File: config.mk
export PLATFORM = sky130hd
export DESIGN_NAME = tq_qp_sched
export DESIGN_NICKNAME = d
export VERILOG_FILES = /design/src/rtl/tq_qp_sched.sv
export SDC_FILE = /design/constraint.sdc
export NUM_CORES = 1
export LEC_CHECK = 0
export CORE_MARGIN = 4
export CORE_UTILIZATION = 60
export DETAILED_ROUTE_END_ITERATION = 6
export DONT_BUFFER_PORTS = 1
export PLACE_DENSITY = 0.87
export SYNTH_ARGS = -nofsm -noshare
export SYNTH_HDL_FRONTEND = slang
export SYNTH_SLANG_ARGS = --single-unit
File: constraint.sdc
create_clock -name clk_i -period 11.03 [get_ports clk_i]
set_input_delay 2.206 -clock clk_i [delete_from_list [all_inputs] [get_ports clk_i]]
set_output_delay 2.206 -clock clk_i [all_outputs]
set_load 0.03 [all_outputs]
File: src/rtl/tq_qp_sched.sv
`default_nettype none
// ============================================================================
// Module      : tq_qp_sched
// Description : Per-4x4-block scheduler for the H.264 transform/quant path.
//               Accepts a block request (base QP + signed delta), forms the
//               wrapped block QP, derives QP/6, QP%6 and qbits with a
//               sequential subtract-by-6 divider, then streams COEF_CNT
//               raster coefficient indices to the quantiser over a
//               valid/ready handshake and pulses done.
// Ports       : clk_i        clock
//               rst_ni       synchronous reset, active-low
//               start_i      block request valid
//               start_rdy_o  request can be accepted (registered, IDLE only)
//               qp_base_i    base QP, values above QP_MAX treated as QP_MAX
//               qp_delta_i   signed QP delta, clamped to [-26,+25]
//               intra_i      block is intra
//               abort_i      synchronous abort back to IDLE, no done
//               coef_vld_o   coefficient index valid
//               coef_rdy_i   quantiser accepts current index
//               coef_idx_o   raster coefficient index
//               last_o       current index is COEF_CNT-1
//               qp_o         block QP
//               qp_div6_o    qp_o / 6
//               qp_mod6_o    qp_o % 6
//               qbits_o      QBITS_B + qp_div6_o
//               intra_o      latched intra_i
//               busy_o       scheduler not idle
//               done_o       one-cycle pulse after final coefficient
// Revision    : 1.0 - initial release
// ============================================================================
module tq_qp_sched #(
    parameter int COEF_CNT = 16,
    parameter int QP_MAX   = 51,
    parameter int QBITS_B  = 15,
    localparam int IDX_W   = $clog2(COEF_CNT)
) (
    input  logic             clk_i,
    input  logic             rst_ni,
    input  logic             start_i,
    output logic             start_rdy_o,
    input  logic [5:0]       qp_base_i,
    input  logic [6:0]       qp_delta_i,
    input  logic             intra_i,
    input  logic             abort_i,
    output logic             coef_vld_o,
    input  logic             coef_rdy_i,
    output logic [IDX_W-1:0] coef_idx_o,
    output logic             last_o,
    output logic [5:0]       qp_o,
    output logic [3:0]       qp_div6_o,
    output logic [2:0]       qp_mod6_o,
    output logic [4:0]       qbits_o,
    output logic             intra_o,
    output logic             busy_o,
    output logic             done_o
);

    // State encoding
    localparam logic [1:0] c_st_idle  = 2'd0;
    localparam logic [1:0] c_st_calc  = 2'd1;
    localparam logic [1:0] c_st_issue = 2'd2;
    localparam logic [1:0] c_st_done  = 2'd3;

    localparam logic [5:0]        c_qp_max   = 6'(QP_MAX);
    localparam logic signed [7:0] c_qp_max_s = 8'(QP_MAX);
    localparam logic signed [7:0] c_qp_span  = 8'(QP_MAX + 1);
    localparam logic signed [6:0] c_dlt_min  = -7'sd26;
    localparam logic signed [6:0] c_dlt_max  = 7'sd25;
    localparam logic [4:0]        c_qbits_b  = 5'(QBITS_B);
    localparam logic [IDX_W-1:0]  c_idx_last = IDX_W'(COEF_CNT - 1);
    localparam logic [5:0]        c_six      = 6'd6;

    // Registers
    logic [1:0]       r_state;
    logic             r_start_rdy;
    logic [5:0]       r_qp;
    logic [5:0]       r_rem;
    logic [3:0]       r_quo;
    logic [3:0]       r_div6;
    logic [2:0]       r_mod6;
    logic [4:0]       r_qbits;
    logic             r_intra;
    logic [IDX_W-1:0] r_idx;
    logic             r_vld;
    logic             r_done;

    // Combinational
    logic [1:0]        w_state_nxt;
    logic [5:0]        w_base_clamp;
    logic signed [6:0] w_delta_s;
    logic signed [6:0] w_delta_clamp;
    logic signed [7:0] w_sum;
    logic signed [7:0] w_wrap;
    logic [5:0]        w_qp_new;
    logic              w_accept;
    logic              w_handshake;
    logic              w_is_last;

    // ------------------------------------------------------------------
    // Block QP formation: clamp base and delta, add in 8-bit signed and
    // wrap once into 0..QP_MAX (the clamped range never needs a second
    // wrap: sum lies in [-26, QP_MAX+25]).
    // ------------------------------------------------------------------
    always_comb begin
        w_base_clamp  = (qp_base_i > c_qp_max) ? c_qp_max : qp_base_i;
        w_delta_s     = $signed(qp_delta_i);
        w_delta_clamp = w_delta_s;
        if (w_delta_s < c_dlt_min) begin
            w_delta_clamp = c_dlt_min;
        end else if (w_delta_s > c_dlt_max) begin
            w_delta_clamp = c_dlt_max;
        end
        w_sum  = $signed({2'b00, w_base_clamp}) + $signed({w_delta_clamp[6], w_delta_clamp});
        w_wrap = w_sum;
        if (w_sum < 8'sd0) begin
            w_wrap = w_sum + c_qp_span;
        end else if (w_sum > c_qp_max_s) begin
            w_wrap = w_sum - c_qp_span;
        end
        w_qp_new = 6'(w_wrap);
    end

    // A request is only taken once start_rdy_o is visibly high, so the
    // cycle straight after reset release never accepts.
    assign w_accept    = (r_state == c_st_idle) && start_i && r_start_rdy;
    assign w_handshake = r_vld && coef_rdy_i;
    assign w_is_last   = (r_idx == c_idx_last);

    // ------------------------------------------------------------------
    // Next-state logic
    // ------------------------------------------------------------------
    always_comb begin
        w_state_nxt = r_state;
        case (r_state)
            c_st_idle: begin
                if (w_accept) begin
                    w_state_nxt = c_st_calc;
                end
            end
            c_st_calc: begin
                if (r_rem < c_six) begin
                    w_state_nxt = c_st_issue;
                end
            end
            c_st_issue: begin
                if (w_handshake && w_is_last) begin
                    w_state_nxt = c_st_done;
                end
            end
            c_st_done: begin
                w_state_nxt = c_st_idle;
            end
            default: begin
                w_state_nxt = c_st_idle;
            end
        endcase
        if (abort_i) begin
            w_state_nxt = c_st_idle;
        end
    end

    always_ff @(posedge clk_i) begin
        if (!rst_ni) begin
            r_state <= c_st_idle;
        end else begin
            r_state <= w_state_nxt;
        end
    end

    // ------------------------------------------------------------------
    // Datapath / output registers
    // ------------------------------------------------------------------
    always_ff @(posedge clk_i) begin
        if (!rst_ni) begin
            r_start_rdy <= 1'b0;
            r_qp        <= '0;
            r_rem       <= '0;
            r_quo       <= '0;
            r_div6      <= '0;
            r_mod6      <= '0;
            r_qbits     <= '0;
            r_intra     <= 1'b0;
            r_idx       <= '0;
            r_vld       <= 1'b0;
            r_done      <= 1'b0;
        end else if (abort_i) begin
            // QP-related outputs deliberately keep their last values.
            r_vld       <= 1'b0;
            r_done      <= 1'b0;
            r_start_rdy <= 1'b1;
        end else begin
            case (r_state)
                c_st_idle: begin
                    r_done <= 1'b0;
                    if (w_accept) begin
                        r_qp        <= w_qp_new;
                        r_intra     <= intra_i;
                        r_rem       <= w_qp_new;
                        r_quo       <= '0;
                        r_start_rdy <= 1'b0;
                    end else begin
                        r_start_rdy <= 1'b1;
                    end
                end
                c_st_calc: begin
                    if (r_rem >= c_six) begin
                        r_rem <= r_rem - c_six;
                        r_quo <= r_quo + 4'd1;
                    end else begin
                        r_div6  <= r_quo;
                        r_mod6  <= r_rem[2:0];
                        r_qbits <= c_qbits_b + {1'b0, r_quo};
                        r_idx   <= '0;
                        r_vld   <= 1'b1;
                    end
                end
                c_st_issue: begin
                    if (w_handshake) begin
                        if (w_is_last) begin
                            // Index stays at the last value; no wrap in-block.
                            r_vld  <= 1'b0;
                            r_done <= 1'b1;
                        end else begin
                            r_idx <= r_idx + 1'b1;
                        end
                    end
                end
                c_st_done: begin
                    r_done      <= 1'b0;
                    r_start_rdy <= 1'b1;
                end
                default: begin
                    r_vld  <= 1'b0;
                    r_done <= 1'b0;
                end
            endcase
        end
    end

    assign start_rdy_o = r_start_rdy;
    assign coef_vld_o  = r_vld;
    assign coef_idx_o  = r_idx;
    assign last_o      = r_vld && w_is_last;
    assign qp_o        = r_qp;
    assign qp_div6_o   = r_div6;
    assign qp_mod6_o   = r_mod6;
    assign qbits_o     = r_qbits;
    assign intra_o     = r_intra;
    assign busy_o      = (r_state != c_st_idle);
    assign done_o      = r_done;

endmodule
`default_nettype wire
After elaboration in Yosys (flattened, before gate mapping)
Cells that the tools add are included.
{"block": "classes", "n_addsub": 7, "n_reduce_logical": 20, "n_eq_ne": 12, "n_mux": 29, "bitwise": 3, "magnitude_cmp": 7}
{"op": "6-bit two-way mux", "count": 5}
{"op": "4-bit two-way mux", "count": 5}
{"op": "2-bit != test, second input constant", "count": 8}
{"op": "4-bit one-hot mux with 2 select lines", "count": 2}
{"op": "7-bit two-way mux", "count": 2}
{"op": "6-bit one-hot mux with 2 select lines", "count": 1}
{"op": "3-bit AND reduction", "count": 4}
{"op": "4-bit by 1-bit adder with 4-bit output, second input constant", "count": 2}
{"op": "7-bit by 7-bit adder with 8-bit output", "count": 1}
{"op": "8-bit by 7-bit > comparator with 1-bit output, second input constant", "count": 1}
{"op": "8-bit by 1-bit less-than comparator with 1-bit output, second input constant", "count": 1}
{"op": "2-bit one-hot mux with 4 select lines", "count": 1}
{"op": "4-bit AND reduction", "count": 2}
{"op": "2-bit nonzero test", "count": 4}
{"op": "7-bit by 6-bit > comparator with 1-bit output, second input constant", "count": 1}
{"op": "7-bit by 6-bit less-than comparator with 1-bit output, second input constant", "count": 1}
{"op": "1-bit two-way mux", "count": 7}
{"op": "6-bit by 5-bit adder with 6-bit output, second input constant", "count": 1}
{"op": "6-bit by 3-bit greater-or-equal comparator with 1-bit output, second input constant", "count": 1}
{"op": "6-bit > comparator, second input constant", "count": 1}
{"op": "6-bit by 3-bit less-than comparator with 1-bit output, second input constant", "count": 1}
{"op": "2-bit two-way mux", "count": 3}
{"op": "1-bit one-hot mux with 2 select lines", "count": 3}
{"op": "6-bit by 3-bit subtractor with 6-bit output, second input constant", "count": 1}
{"op": "11 further kinds", "count": 19}
{"block": "word_totals", "elab_cells": 90, "reg_bits": 38, "out_inout_bits": 28}

Longest topological paths before layout
Gate-level depths: netlist of the first run.
{"block": "depth", "depth_word": 9, "depth_mapped": 15, "mapped_depth_nobuf": 14}

Least setup slack after synthesis of the first run
OpenSTA, ideal clock, no wires.
{"block": "synth_path", "path_type": "input to register", "startpoint": "in qp_delta_i[1]", "endpoint": "reg r_rem[3]", "path_buffers": 0, "setup_slack_ns": 6.007, "required_ns": 10.910, "t_arrival_ns": 4.903, "stages": 12, "path_cell_list": "or2_2 -> a31oi_1 -> o22ai_1 -> ha_1 -> fa_1 -> xnor2_1 -> inv_1 -> ha_1 -> o32a_1 -> mux2i_1 -> nor2_1 -> o31a_1"}
{"block": "synth_via", "elab_chain_len": 9}
{"element": "start: declaration", "line_no": "42", "text": "input logic [6:0] qp_delta_i,"}
{"element": "7-bit by 6-bit > comparator with 1-bit output", "line_no": "110", "text": "end else if (w_delta_s > c_dlt_max) begin"}
{"element": "7-bit two-way mux", "line_no": "110"}
{"element": "7-bit two-way mux *", "line_no": "108", "text": "if (w_delta_s < c_dlt_min) begin"}
{"element": "7-bit by 7-bit adder with 8-bit output *", "line_no": "113", "text": "w_sum = $signed({2'b00, w_base_clamp}) + $signed({w_delta_clamp[6], w_delta_clamp});"}
{"element": "8-bit by 7-bit > comparator with 1-bit output or 6-bit by 5-bit subtractor with 6-bit output (tied branches)", "line_no": "117, 118"}
{"element": "6-bit two-way mux", "line_no": "117", "text": "end else if (w_sum > c_qp_max_s) begin"}
{"element": "6-bit two-way mux *", "line_no": "115", "text": "if (w_sum < 8'sd0) begin"}
{"element": "6-bit two-way mux *", "line_no": "195", "text": "if (w_accept) begin"}
{"element": "6-bit one-hot mux with 2 select lines *", "line_no": "192", "text": "case (r_state)"}
{"element": "end signal: assignment", "line_no": "198", "text": "r_rem <= w_qp_new;"}
{"element": "end signal: assignment", "line_no": "207", "text": "r_rem <= r_rem - c_six;"}
{"element": "end: declaration", "line_no": "77", "text": "logic [5:0] r_rem;"}
Mark *: on every way between the ends. The rest lies on a longest branch, timed or not. The select of a mux whose other input is x is not followed.
A chain may end at the register's enable or synchronous reset.

Worst setup path after layout of the first run
Same ends and word-level chain as after synthesis.

==> results.sh, run 1 <==
export IMPL_outcome="complete, no violations"
export IMPL_floorplan_initialDensity_pct=62.57
export IMPL_synth_cells=332
export IMPL_place_ws_ns=5.823
export IMPL_ys_seq_area_share_pct=29.97
export IMPL_layout_setup_ws_ns=6.072
export IMPL_cts_sinks=38
export IMPL_rsz0062_at_grt="no"
export IMPL_leakagePower_nw=0.9668
export IMPL_drt_pre_antenna_iters=4
export IMPL_h_tree_depth=2
export IMPL_finalCriticalPeriod_ns=4.958
export IMPL_ys_warn_count=0
export IMPL_die_y_um=73.05
export IMPL_worstPathArrival_ns=5.14
export IMPL_grt_max_degree=32
export IMPL_drt_total_wl_um=5544
export IMPL_setup_viol=0
export IMPL_drive_gt1_share_pct=6.728
export IMPL_hpwl_um=4037
export IMPL_fin_crit_sh_pct=44.95
export IMPL_path_buf_inv=1
export IMPL_nets=362
export IMPL_netlist_area_um2=2539
export IMPL_drtAntennaViolNets=0
export IMPL_power_density_nw_per_um2=137.2
export IMPL_worst_pin_slew_ns=0.9359
export IMPL_critPathMaxStageDelay_ns=0.42
export IMPL_vdd_ir_drop_max_mv=0.09829
export IMPL_clkTransAtPathRegs_ns=0.08
export IMPL_vias=2322
export IMPL_cts_resized=0
export IMPL_clk_latency_ns=0.29
export IMPL_worstPathCellList="or2_2, a31oi_1, o22ai_1, ha_1, fa_1, xnor2_1, inv_1, ha_1, o32a_1, mux2i_1, nor2_1, o31a_1"
export IMPL_report_final_slew_viol_count=0
export IMPL_cts_hold_buf=0
export IMPL_crit_path_max_fanout=5
export IMPL_synth_flop_cell="dfxtp_1"
export IMPL_path_common_cell="ha_1"
export IMPL_wl_per_cell_um=14.71
export IMPL_area_delta_synth_final_pct=4.830
export IMPL_crit_slowest_cell="fa_1"
export IMPL_async_reset_ff_share_pct=0
export IMPL_finalSetupTns_ns=0
export IMPL_r2r_slack_ns=8.61
export IMPL_overflow=0
export IMPL_worstSetupStartpointType="input pin"
export IMPL_cts_tree="yes"
export IMPL_ios=47
export IMPL_fmaxAchievable_mhz=201.7
export IMPL_gp_congestion=0.8421
export IMPL_synth_enable_flop_cells=0
export IMPL_rows=23
export IMPL_routed_via_density=6.159
export IMPL_cts_buffer_depth=2
export IMPL_cts_root_buf="clkbuf_8"
export IMPL_drcViolationCount=0
export IMPL_end_kind="flop"
export IMPL_hp_class="reg2reg"
export IMPL_path_delay_family="adder cells"
export IMPL_grt_pass1_vias=2102
export IMPL_die_area_um2=5336
export IMPL_cts_setup_buffers=0
export IMPL_maxCapViolations=0
export IMPL_grt_usage_pct=21.91
export IMPL_n_antenna_cell=0
export IMPL_portBuffers=0
export IMPL_skew_ns=0.005851
export IMPL_cts_made_buffers=5
export IMPL_relSlewSlack_pct=37.54
export IMPL_die_x_um=73.05
export IMPL_avgSynthCellArea_um2=7.647
export IMPL_finalHoldViolCount=0
export IMPL_first_iter_violations=133
export IMPL_synth_nets=368
export IMPL_post_synth_num_cell_types=57
export IMPL_core_um2=4058
export IMPL_cp_data_required_time_ns=11.21
export IMPL_grt_antenna_before_repair=0
export IMPL_ys_ff_latch=38
export IMPL_crit_type="in2reg"
export IMPL_grt_first_pass_wirelength_um=9321
## routing by layer
layer | vias to the layer above | global-route usage (%) | wire (um)
met5 | - | 0 | 0
met4 | 0 | 6.967 | 71
met3 | 12 | 5.372 | 343
met2 | 66 | 35.15 | 2595
met1 | 1082 | 28.79 | 2534
li1 | 1162 | - | -
## Yosys cell counts (all sizes together) (3+ instances only)
cell,n,area [um2]
inv,12,45.04
nand4b,5,58.80
nand2b,9,56.30
nor2b,3,18.77
xnor2,8,70.07
and2,5,33.78
a211oi,6,50.05
nand2,46,172.7
nand3,13,65.06
dfxtp,38,760.7
ha,16,200.2
o21ai,22,117.6
nor2,37,141.4
nor3,5,25.02
clkbuf,12,45.04
a21oi,34,170.2
or3,4,30.03
o31a,3,26.28
nand3b,3,22.52
a31oi,4,25.02
a21boi,8,60.06
o211ai,4,30.03
## stage by stage
stage	total power [mW]	cells	hold slack, ns	cell area, um2	utilization [%]
3_5_place_dp	0.2532	369	0.4664	2551	62.87
5_1_grt	0.3828	377	0.4927	2661	65.59
4_1_cts	0.3640	377	0.4738	2661	65.59
6_report	0.3651	377	0.4643	2661	65.59
2_1_floorplan	0.2370	332	0.4322	2539	-
3_3_place_gp	0.2516	369	0.4658	2551	62.87
## cell usage in the layout (no fill, tap or decap), types with 3 or more instances in the layout
master	n
or3_1	3
nor3_1	5
o211ai_1	4
inv_1	12
clkbuf_8	8
nor2_1	36
o31a_1	3
and2_1	4
nor2b_1	3
ha_1	16
a211oi_1	5
xnor2_1	8
nand2b_1	9
nand4b_1	4
a31oi_1	4
nand2_1	46
dfxtp_1	38
o21ai_0	16
o21ai_1	4
nand3_1	13
a21oi_1	34
a21boi_0	7
nand3b_1	3
## where the power goes
part	leakage [nW]	internal (mW)	switching, mW
Clock	0.0575	0.0631	0.0487
Combinational	0.602	0.0420	0.0610
Sequential	0.308	0.142	0.00885
Total	0.967	0.247	0.118
## cells by family (layout without fill, tap and decap cells)
group | count (synthesis) | count (layout) | share of synthesized area, %
compound gates | 96 | 96 | 24.05
xor+xnor | 9 | 9 | 3.401
fa+ha+maj | 17 | 17 | 8.674
buf+inv | 25 | 20 | 3.745
flops | 38 | 38 | 29.97
mux | 3 | 3 | 1.232
simple gates | 144 | 144 | 28.93
## path summary, 6_finish.rpt
check,to,cells after the start,start
max,r_rem[3],12,qp_delta_i[1]
max reg2reg,qbits_o[4],6,r_state[1]
min,qp_mod6_o[0],2,r_rem[0]
min reg2reg,qp_mod6_o[0],2,r_rem[0]
## registers in the layout (all words and copies together) (netlist names)
signal and count:
intra_o 1, coef_vld_o 1, start_rdy_o 1, qbits_o 5, r_rem 6, qp_div6_o 4
qp_o 6, r_quo 4, coef_idx_o 4, qp_mod6_o 3, r_state 2, done_o 1
## layout make-up
cell class                      count  area [um2]
Multi-Input combinational cell    269        1683
Fill cell                         336        1396
Sequential cell                    38       760.7
Clock buffer                        8       110.1
Tap cell                           50       62.56
Inverter                           12       45.04
## tightest hold or removal path, stage by stage, from the launching register on
cell,delay [ns]
dfxtp_1,0.32
nand2_1,0.05
a21oi_1,0.05
(Power assumes the default switching activity.)
==> run 2: changes to the inputs <==
CORE_UTILIZATION = 57   (was 60)
PLACE_DENSITY = 0.86   (was 0.87)
clock period = 4.05 ns   (was 11.03 ns; I/O delays follow)
==> run 2 against run 1 <==
Clock power increased by 140%. Critical path depth is the same. Utilization is 4.3 points lower. Cell count grew 0.53%. Global-route usage shrank 1.1 points. Register-to-register slack worse by 7.0 ns. Total power rose to 2.6 times the previous value. Setup slack worse by 5.6 ns. Routed wire length rose by 0.45%. Via count fell by 0.26%. Clock skew increased by 0.00069 ns. Non-clock buffer count unchanged. Critical path type unchanged. Critical endpoint unchanged. Largest power group unchanged.
==> results.sh, run 2 (synthesis gave the netlist of run 1 again) <==
export IMPL_outcome="complete, no violations"
export IMPL_setup_viol=0
export IMPL_cp_num_cells=12
export IMPL_drive_gt1_share_pct=6.728
export IMPL_p_clk_share_pct=28.3
export IMPL_sequentialPowerShare_pct=42.6
export IMPL_worst_pin_slew_ns=0.9642
export IMPL_grt_busiest_layer="met2"
export IMPL_fin_crit_sh_pct=87.84
export IMPL_crit_path_max_fanout=5
export IMPL_gp_congestion=0.9558
export IMPL_first_iter_violations=151
export IMPL_vias=2316
export IMPL_area_delta_synth_final_pct=4.337
export IMPL_drtAntennaViolNets=0
export IMPL_die_area_um2=5585
export IMPL_rsz0062_at_grt="no"
export IMPL_reg2regPathDepth=6
export IMPL_core_um2=4324
export IMPL_cp_data_required_time_ns=4.23
export IMPL_worst_hold_path_num_cells=2
export IMPL_relSlewSlack_pct=35.65
export IMPL_final_common_cell="nand2_1"
export IMPL_p_sw_mw=0.3243
export IMPL_report_final_slew_viol_count=0
export IMPL_power_density_nw_per_um2=362.7
export IMPL_routed_via_density=6.111
export IMPL_cts_resized=0
export IMPL_drt_total_wl_um=5569
export IMPL_p_total_mw=0.9606
export IMPL_use_met3_pct=5.474
export IMPL_finalCriticalPeriod_ns=3.557
export IMPL_floorplan_initialDensity_pct=58.71
export IMPL_drcViolationCount=0
export IMPL_wl_per_cell_um=14.69
export IMPL_cp_endpoint="r_rem[3]"
export IMPL_path_common_cell="ha_1"
export IMPL_finalHoldViolCount=0
export IMPL_clk_latency_ns=0.29
export IMPL_place_area_um2=2554
export IMPL_grt_usage_pct=20.79
export IMPL_drt_pre_antenna_iters=5
export IMPL_die_y_um=74.74
export IMPL_worstPathCellList="or2_2, a31oi_1, o22ai_1, ha_1, fa_1, xnor2_1, inv_1, ha_1, o32a_1, mux2i_1, nor2_1, o31a_1"
export IMPL_crit_slowest_cell="fa_1"
export IMPL_n_antenna_cell=0
export IMPL_end_kind="flop"
export IMPL_grt_first_pass_wirelength_um=9211
export IMPL_cts_tree="yes"
export IMPL_vdd_ir_drop_max_mv=0.1516
export IMPL_cts_hold_buf=0
export IMPL_grt_max_degree=32
export IMPL_leakagePower_nw=0.9565
export IMPL_hp_class="reg2reg"
export IMPL_grt_antenna_before_repair=0
export IMPL_final_area_um2=2649
export IMPL_r2r_slack_ns=1.59
export IMPL_startpoint="qp_delta_i[1]"
export IMPL_final_cell_mix="nand2_1, dfxtp_1, nor2_1"
export IMPL_worstSetupStartpointType="input pin"
export IMPL_cts_buffer_depth=2
export IMPL_rows=24
export IMPL_cts_sinks=38
export IMPL_hpwl_um=4174
export IMPL_crit_type="in2reg"
export IMPL_ios=47
export IMPL_use_met2_pct=33.37
export IMPL_nets=362
export IMPL_grt_pass1_vias=2064
export IMPL_combPwrFrac_pct=29.0
export IMPL_die_x_um=74.74
export IMPL_critPathMaxStageDelay_ns=0.42
export IMPL_timing_rr_start="r_state[1]"
export IMPL_path_delay_family="adder cells"
export IMPL_path_buf_inv=1
export IMPL_cts_setup_buffers=0
export IMPL_overflow=0
export IMPL_skew_ns=0.006546
export IMPL_cts_made_buffers=5
export IMPL_fmaxAchievable_mhz=281.1
export IMPL_portBuffers=0
export IMPL_finalSetupTns_ns=0
export IMPL_internal_power_mw=0.6363
export IMPL_fill_cells=397
export IMPL_cts_root_buf="clkbuf_8"
export IMPL_grtUsageMet1_pct=27.61
export IMPL_worstPathArrival_ns=3.74
export IMPL_clkTransAtPathRegs_ns=0.07
export IMPL_switching_share_pct=33.76
export IMPL_r2r_end="qbits_o[4]"
export IMPL_h_tree_depth=2
export IMPL_maxCapViolations=0
==> run 2: how the worst min path moves through the flow <==
stage	endpoint	start	slack, ns
6_report	r_rem[0]	r_rem[0]	0.46
5_1_grt	r_rem[0]	r_rem[0]	0.49
4_1_cts	r_rem[0]	r_rem[0]	0.46
3_5_place_dp	r_rem[0]	r_rem[0]	0.45
3_3_place_gp	r_rem[0]	r_rem[0]	0.45
2_1_floorplan	qp_mod6_o[0]	r_rem[0]	0.43
==> run 2: cell type report <==
cell class	instances	area (um2)	area share, %
flip-flops and latches	38	760.7	28.72
well taps	52	65.06	2.456
inverters	12	45.04	1.701
clock buffers	6	82.58	3.118
clock inverters	2	12.51	0.4724
multi-input cells	269	1683	63.53
==> run 2: routing by layer <==
layer | part of all wire [%] | routed length, um
met4 | 1.0 | 56
met2 | 47 | 2613
met3 | 6.8 | 381
met1 | 45 | 2518
met5 | 0 | 0
==> run 2: worst reg2reg max path, cell delays in order (launching register included) <==
cell and delay, ns:
dfxtp_1 0.35, inv_1 0.09, ha_1 0.50, nand4b_1 0.29
nor2_1 0.76, nor2_1 0.09, a311oi_1 0.28
==> run 2: through the flow <==
stage | setup WS, ns | hold slack [ns] | cells | utilization [%]
finish | 0.4925 | 0.4583 | 379 | 61.26
floorplan | 0.4229 | 0.4322 | 332 | -
global placement | 0.3221 | 0.4468 | 371 | 59.06
detailed placement | 0.2119 | 0.4501 | 371 | 59.06
CTS | 0.5202 | 0.4601 | 379 | 61.26
global route | 0.3285 | 0.4877 | 379 | 61.26
==> run 2: power by group through the flow <==
stage	sequential [mW]	combinational, mW	clock [mW]
4_1_cts	0.409	0.275	0.280
5_1_grt	0.412	0.311	0.299
6_report	0.410	0.279	0.272
3_5_place_dp	0.418	0.273	0
2_1_floorplan	0.415	0.230	0
3_3_place_gp	0.418	0.270	0
